--- config.mk ---
export PLATFORM = sky130hd
export DESIGN_NAME = mem_arbiter
export DESIGN_NICKNAME = d
export VERILOG_FILES = /design/src/rtl/mem_arbiter.sv
export SDC_FILE = /design/constraint.sdc
export NUM_CORES = 1
export LEC_CHECK = 0
export ABC_CLOCK_PERIOD_IN_PS = 1500
export BUFFER_PORTS_ARGS = -buffer_cell sky130_fd_sc_hd__buf_4
export CORE_AREA = 2 2 213 215
export DETAILED_ROUTE_END_ITERATION = 8
export DIE_AREA = 0 0 215 217
export GPL_ROUTABILITY_DRIVEN = 0
export GPL_TIMING_DRIVEN = 0
export PLACE_DENSITY = 0.52
export REMOVE_ABC_BUFFERS = 1
export SETUP_SLACK_MARGIN = 0.15
export SYNTH_ARGS = -nofsm -noshare
export SYNTH_HDL_FRONTEND = slang
export SYNTH_SLANG_ARGS = --single-unit
--- constraint.sdc ---
create_clock -name clk -period 1.5 [get_ports clk]
set_input_delay 0.075 -clock clk [delete_from_list [all_inputs] [get_ports clk]]
set_output_delay 0.075 -clock clk [all_outputs]
set_load 0.01 [all_outputs]
--- src/rtl/mem_arbiter.sv ---
// Two-requester (instruction fetch / load-store) arbiter onto one shared memory port,
// one transaction in flight. Define MEM_ARBITER_RR_EN for round-robin tie-breaking;
// otherwise the load/store unit has fixed priority.
//
// Handshake semantics (all ports): a request transfers on a rising edge where
// valid and ready are both high; valid must not depend on ready. Responses are
// single-cycle pulses with no back-pressure.
module mem_arbiter #(
  parameter int ADDR_W = 64,
  parameter int DATA_W = 64
) (
  input  logic                clk,
  input  logic                rst,
  input  logic                if_req_valid,
  output logic                if_req_ready,
  input  logic [ADDR_W-1:0]   if_addr,
  output logic                if_resp_valid,
  output logic [DATA_W-1:0]   if_rdata,
  input  logic                ls_req_valid,
  output logic                ls_req_ready,
  input  logic [ADDR_W-1:0]   ls_addr,
  input  logic                ls_wen,
  input  logic [DATA_W-1:0]   ls_wdata,
  input  logic [DATA_W/8-1:0] ls_wmask,
  output logic                ls_resp_valid,
  output logic [DATA_W-1:0]   ls_rdata,
  output logic                mem_req_valid,
  input  logic                mem_req_ready,
  output logic [ADDR_W-1:0]   mem_addr,
  output logic                mem_wen,
  output logic [DATA_W-1:0]   mem_wdata,
  output logic [DATA_W/8-1:0] mem_wmask,
  input  logic                mem_resp_valid,
  input  logic [DATA_W-1:0]   mem_rdata,
  output logic                busy,
  output logic [1:0]          dbg_state
);

  typedef enum logic [1:0] {
    S_IDLE = 2'd0,
    S_REQ  = 2'd1,
    S_RESP = 2'd2
  } state_t;

  localparam logic OWN_LS = 1'b0;
  localparam logic OWN_IF = 1'b1;

  state_t                state_q, state_d;
  logic                  owner_q;
  logic [ADDR_W-1:0]     addr_q;
  logic                  wen_q;
  logic [DATA_W-1:0]     wdata_q;
  logic [DATA_W/8-1:0]   wmask_q;
  logic                  gnt_if, gnt_ls;
  logic                  prefer_if;

`ifdef MEM_ARBITER_RR_EN
  // granted_q keeps the first tie after reset going to the LSU.
  logic last_q;
  logic granted_q;

  assign prefer_if = granted_q && (last_q == OWN_LS);

  always_ff @(posedge clk or negedge rst) begin
    if (!rst) begin
      last_q    <= OWN_LS;
      granted_q <= 1'b0;
    end else if (gnt_if || gnt_ls) begin
      last_q    <= gnt_if ? OWN_IF : OWN_LS;
      granted_q <= 1'b1;
    end
  end
`else
  assign prefer_if = 1'b0;
`endif

  // Grant decision; reset gates it so no ready leaks out while rst is low.
  always_comb begin
    gnt_if = 1'b0;
    gnt_ls = 1'b0;
    if (rst && (state_q == S_IDLE)) begin
      if (ls_req_valid && !(if_req_valid && prefer_if)) begin
        gnt_ls = 1'b1;
      end else if (if_req_valid) begin
        gnt_if = 1'b1;
      end
    end
  end

  always_ff @(posedge clk or negedge rst) begin
    if (!rst) begin
      state_q <= S_IDLE;
    end else begin
      state_q <= state_d;
    end
  end

  always_comb begin
    state_d = state_q;
    case (state_q)
      S_IDLE:  if (gnt_if || gnt_ls) state_d = S_REQ;
      S_REQ:   if (mem_req_ready)    state_d = S_RESP;
      S_RESP:  if (mem_resp_valid)   state_d = S_IDLE;
      default: state_d = S_IDLE;
    endcase
  end

  always_comb begin
    if_req_ready  = gnt_if;
    ls_req_ready  = gnt_ls;
    mem_req_valid = (state_q == S_REQ);
    if_resp_valid = (state_q == S_RESP) && mem_resp_valid && (owner_q == OWN_IF);
    ls_resp_valid = (state_q == S_RESP) && mem_resp_valid && (owner_q == OWN_LS);
    busy          = (state_q != S_IDLE);
    dbg_state     = state_q;
  end

  // Request fields are captured once at grant and held until the next grant.
  always_ff @(posedge clk or negedge rst) begin
    if (!rst) begin
      owner_q <= OWN_LS;
      addr_q  <= '0;
      wen_q   <= 1'b0;
      wdata_q <= '0;
      wmask_q <= '0;
    end else if (gnt_ls) begin
      owner_q <= OWN_LS;
      addr_q  <= ls_addr;
      wen_q   <= ls_wen;
      wdata_q <= ls_wdata;
      wmask_q <= ls_wmask;
    end else if (gnt_if) begin
      owner_q <= OWN_IF;
      addr_q  <= if_addr;
      wen_q   <= 1'b0;
      wdata_q <= '0;
      wmask_q <= '0;
    end
  end

  assign mem_addr  = addr_q;
  assign mem_wen   = wen_q;
  assign mem_wdata = wdata_q;
  assign mem_wmask = wmask_q;
  assign if_rdata  = mem_rdata;
  assign ls_rdata  = mem_rdata;

endmodule
==> metrics.md <==
| Metric | Value |
|---|---|
| Max stage delay on crit path | `440 ps` |
| R2r setup slk | `-560 ps` |
| Port bufs | `351` |
| Area after DPL | `0.00930 mm²` |
| Worst slew margin | `5.09%` |
| Worst Tran Pin Value | `1420 ps` |
| Leak | `0.00608 µW` |
| Crit path kind | `reg2reg` |
| Die Height | `217 µm` |
| Tightest Hold Check Type | `in2async` |
| Remaining antenna violation count | `0` |
| Die Wd | `215 µm` |
| VDD IR-drop max | `0.00104 V` |
| Core footprint | `0.0447 mm²` |
| RSZ-0062 raised after global routing | `true` |
| Mux contribution to synthesized area | `0%` |
| Setup Skew | `14.3 ps` |
| Post-Synth XOR/XNOR Area | `0%` |
| Pre-antenna DRT Iters | `5` |
| Final Util | `29.7%` |
| Adder-Cell Fraction of Synth Area | `0%` |
| Reg2reg start | `dbg_state[0]` |
| CTS clk-pin slew, worst paths | `80 ps` |
| Vias in the first global route | `7716` |
| Detailed placer's ending HPWL | `25400 µm` |
| Fmax | `486 MHz` |
| Root Buffer | `clkbuf_16` |
| Total global-route track usage | `17.8%` |
| Synthesized area per cell | `11.4 µm²` |
| Hold Fails Final Rpt | `140` |
| Number of instances in the placed design | `1388` |
| Final setup margin | `-559 ps` |
| Initial DRC count | `512` |
| Final Instance Area | `0.0133 mm²` |
| H-tree Lvls | `4` |
| Status | `complete, but fails checks` |
| Crit-path max FO | `9` |
| Mapped cell area | `0.00690 mm²` |
| Die footprint | `0.0467 mm²` |
| CP Data Arrival Time | `2420 ps` |
| CTS max path bufs | `2` |
| Vias per cell | `4.39` |
| Antenna violations before repair | `1` |
| First-pass GRT wire length | `58200 µm` |
| Cell mode on critical path | `buf_12` |
| Max cap viols | `0` |
| Skew-Pair Late Insertion Delay | `480 ps` |
| Place WS | `-1460 ps` |
| Post-route clock period utilization | `137%` |
| Cts bufs inserted | `17` |
| Worst-path cell chain | `buf_6 > buf_6 > buf_8 > buf_12 > nor3b_4 > o21ai_4 > buf_12 > buf_12 > buf_16 > a22o_1` |
| Critical path required time | `1860 ps` |
| Critical Path Source | `dbg_state[0]` |
| Fin crit period | `2060 ps` |
| Yosys reg bits | `140` |
| Total power | `23000 µW` |
| Initial Util | `15.4%` |
| Terminus of the critical flop-to-flop path | `mem_wdata[50]` |
| Fin Hold WS | `-523 ps` |
| Post-Syn Instances | `603` |
| # fillers | `4483` |
| Compound-Gate Fraction of Synth Area | `26.1%` |
| FP Rows | `78` |
| Share of post-route cells with drive strength above 1 | `49.4%` |
| DRC errors left | `0` |
| Slowest stage cell on the critical path | `dfrtp_2` |
| Yosys cell types | `24` |
| PD cells | `1730 mW/mm²` |
| Final Non-Filler Cells | `1684` |
| Clock Sink Count | `140` |
| CP startpoint kind | `flip-flop` |
| Final setup violation count | `147` |
| Simple-gate share of the synthesized area | `4.94%` |
| Largest net degree at the start of global routing | `77` |
| Ys Warns | `0` |
| Critical Path End Type | `flip-flop` |
| DRT Wirelength | `42300 µm` |
| Ports | `544` |
| R2R depth | `10` |
| Failing checks | `negative hold slack, negative setup slack` |
| Seq/Total Area, Yosys | `50.8%` |
| Routed len/inst | `25.1 µm` |
| Area growth syn-to-layout | `92.7%` |
| CTS tree | `built` |
| Via count | `7399` |
| Final-report max-slew violation count | `0` |
| NumNets Final | `1342` |
| Antenna diode count | `0` |
| Hold_buf cts | `203` |
| Gr ovfl total | `0` |
| Largest family of logic cells by synthesized area | `compound AO/OA/AOI/OAI gates` |
-- layer usage --
metal | wire length, µm | up-vias | share of wire [%] | global-route usage (%)
li1 | - | 3088 | - | -
met1 | 16800 | 3630 | 40 | 20.0
met2 | 16900 | 610 | 40 | 23.8
met3 | 7320 | 61 | 17 | 14.9
met4 | 939 | 10 | 2.2 | 5.82
met5 | 372 | - | 0.88 | 6.56
-- stage by stage --
stage | hold slack [ps] | TNS [ps]
after floorplan | -221 | -360790
after global placement | 150 | -962600
after detailed placement | 130 | -136310
after CTS | -542 | -48160
after global routing | -510 | -71080
final | -523 | -65780
-- worst max-delay path, delay by kind of cell, from the launching register on --
kind / cells / cell delay [ps]
buffers and inverters: 7 / 910
AND/OR/NAND/NOR: 1 / 220
flip-flops: 1 / 440
AO/OA/AOI/OAI: 2 / 350
-- placed cells by master (no fill, tap or decap), drive strengths merged --
master / Yosys / routed
and4bb: 1 / 2
or2: 1 / 1
nor2: 4 / 4
a32oi: 64 / 64
a22oi: 64 / 64
nand2b: 1 / 1
inv: 3 / 11
clkinvlp: 0 / 3
or3b: 1 / 1
dfrtp: 140 / 140
and2: 1 / 1
a22o: 74 / 74
clkinv: 0 / 2
o21ai: 2 / 2
nor4bb: 1 / 1
nand2: 65 / 65
nor2b: 2 / 2
bufinv: 0 / 2
clkbuf: 14 / 19
buf: 163 / 420
and3: 1 / 1
dlygate4sd3: 0 / 203
nor3b: 1 / 1
-- area by class of cell --
class,instances,area [µm²],share of cell area [%]
timing repair buffer,625,5960,44.9
sequential,140,3510,26.4
multi-input combinational,284,2450,18.4
tap,600,751,5.65
clock buffer,17,425,3.20
clock inverter,15,179,1.35
inverter,3,13.8,0.104
-- worst max path at each step --
stage / to / slack [ps] / cells past startpoint
floorplan: mem_addr[0] / -4010 / 3
global placement: mem_addr[0] / -10040 / 4
detailed placement: if_req_ready / -1460 / 9
CTS: if_req_ready / -610 / 7
global route: if_req_ready / -620 / 7
finish: mem_wdata[50] / -560 / 10
-- synthesized netlist by cell type --
| library cell | n | share of area, % |
|---|---|---|
| a32oi_1 | 64 | 8.1 |
| a22oi_1 | 44 | 4.8 |
| nor2b_1 | 2 | 0.18 |
| dfrtp_1 | 140 | 51 |
| o21ai_0 | 1 | 0.073 |
| buf_6 | 8 | 1.3 |
| nor4bb_1 | 1 | 0.15 |
| clkbuf_1 | 14 | 0.76 |
| or2_2 | 1 | 0.091 |
| o21ai_1 | 1 | 0.073 |
| inv_1 | 2 | 0.11 |
| and4bb_2 | 1 | 0.18 |
| nand2b_1 | 1 | 0.091 |
| nor2_1 | 4 | 0.22 |
| inv_2 | 1 | 0.054 |
| and3_1 | 1 | 0.091 |
| a22oi_2 | 20 | 3.6 |
| or3b_1 | 1 | 0.13 |
| buf_2 | 26 | 1.9 |
| and2_1 | 1 | 0.091 |
| a22o_1 | 74 | 9.4 |
| buf_4 | 129 | 14 |
| nor3b_2 | 1 | 0.18 |
| nand2_1 | 65 | 3.5 |
-- state kept, by name, indices dropped and copies added, names as in the netlist --
name,count
mem_wen,1
dbg_state,2
mem_wmask,8
owner_q,1
mem_addr,64
mem_wdata,64
-- cell families after synthesis --
family	Yosys count
compound gates	204
buf+inv	180
flops	140
simple gates	79
-- report_power, final --
part | switching [µW] | leakage [µW] | internal [µW] | total (µW)
combinational | 4760 | 0.00407 | 6500 | 11300
sequential | 1600 | 0.00172 | 5650 | 7250
clock | 1990 | 0.000288 | 2500 | 4490
total | 8350 | 0.00608 | 14700 | 23000
-- timing repair --
| item | in CTS | in global routing |
|---|---|---|
| pin swaps | 8 | 35 |
| cloned | 19 | 2 |
| resized for setup | 89 | 27 |
| setup endpoints to repair | 145 | 146 |
| buffers inserted | 23 | 17 |
| hold endpoints to repair | 279 | 106 |
No activity file was read; power rests on OpenSTA's default activity.
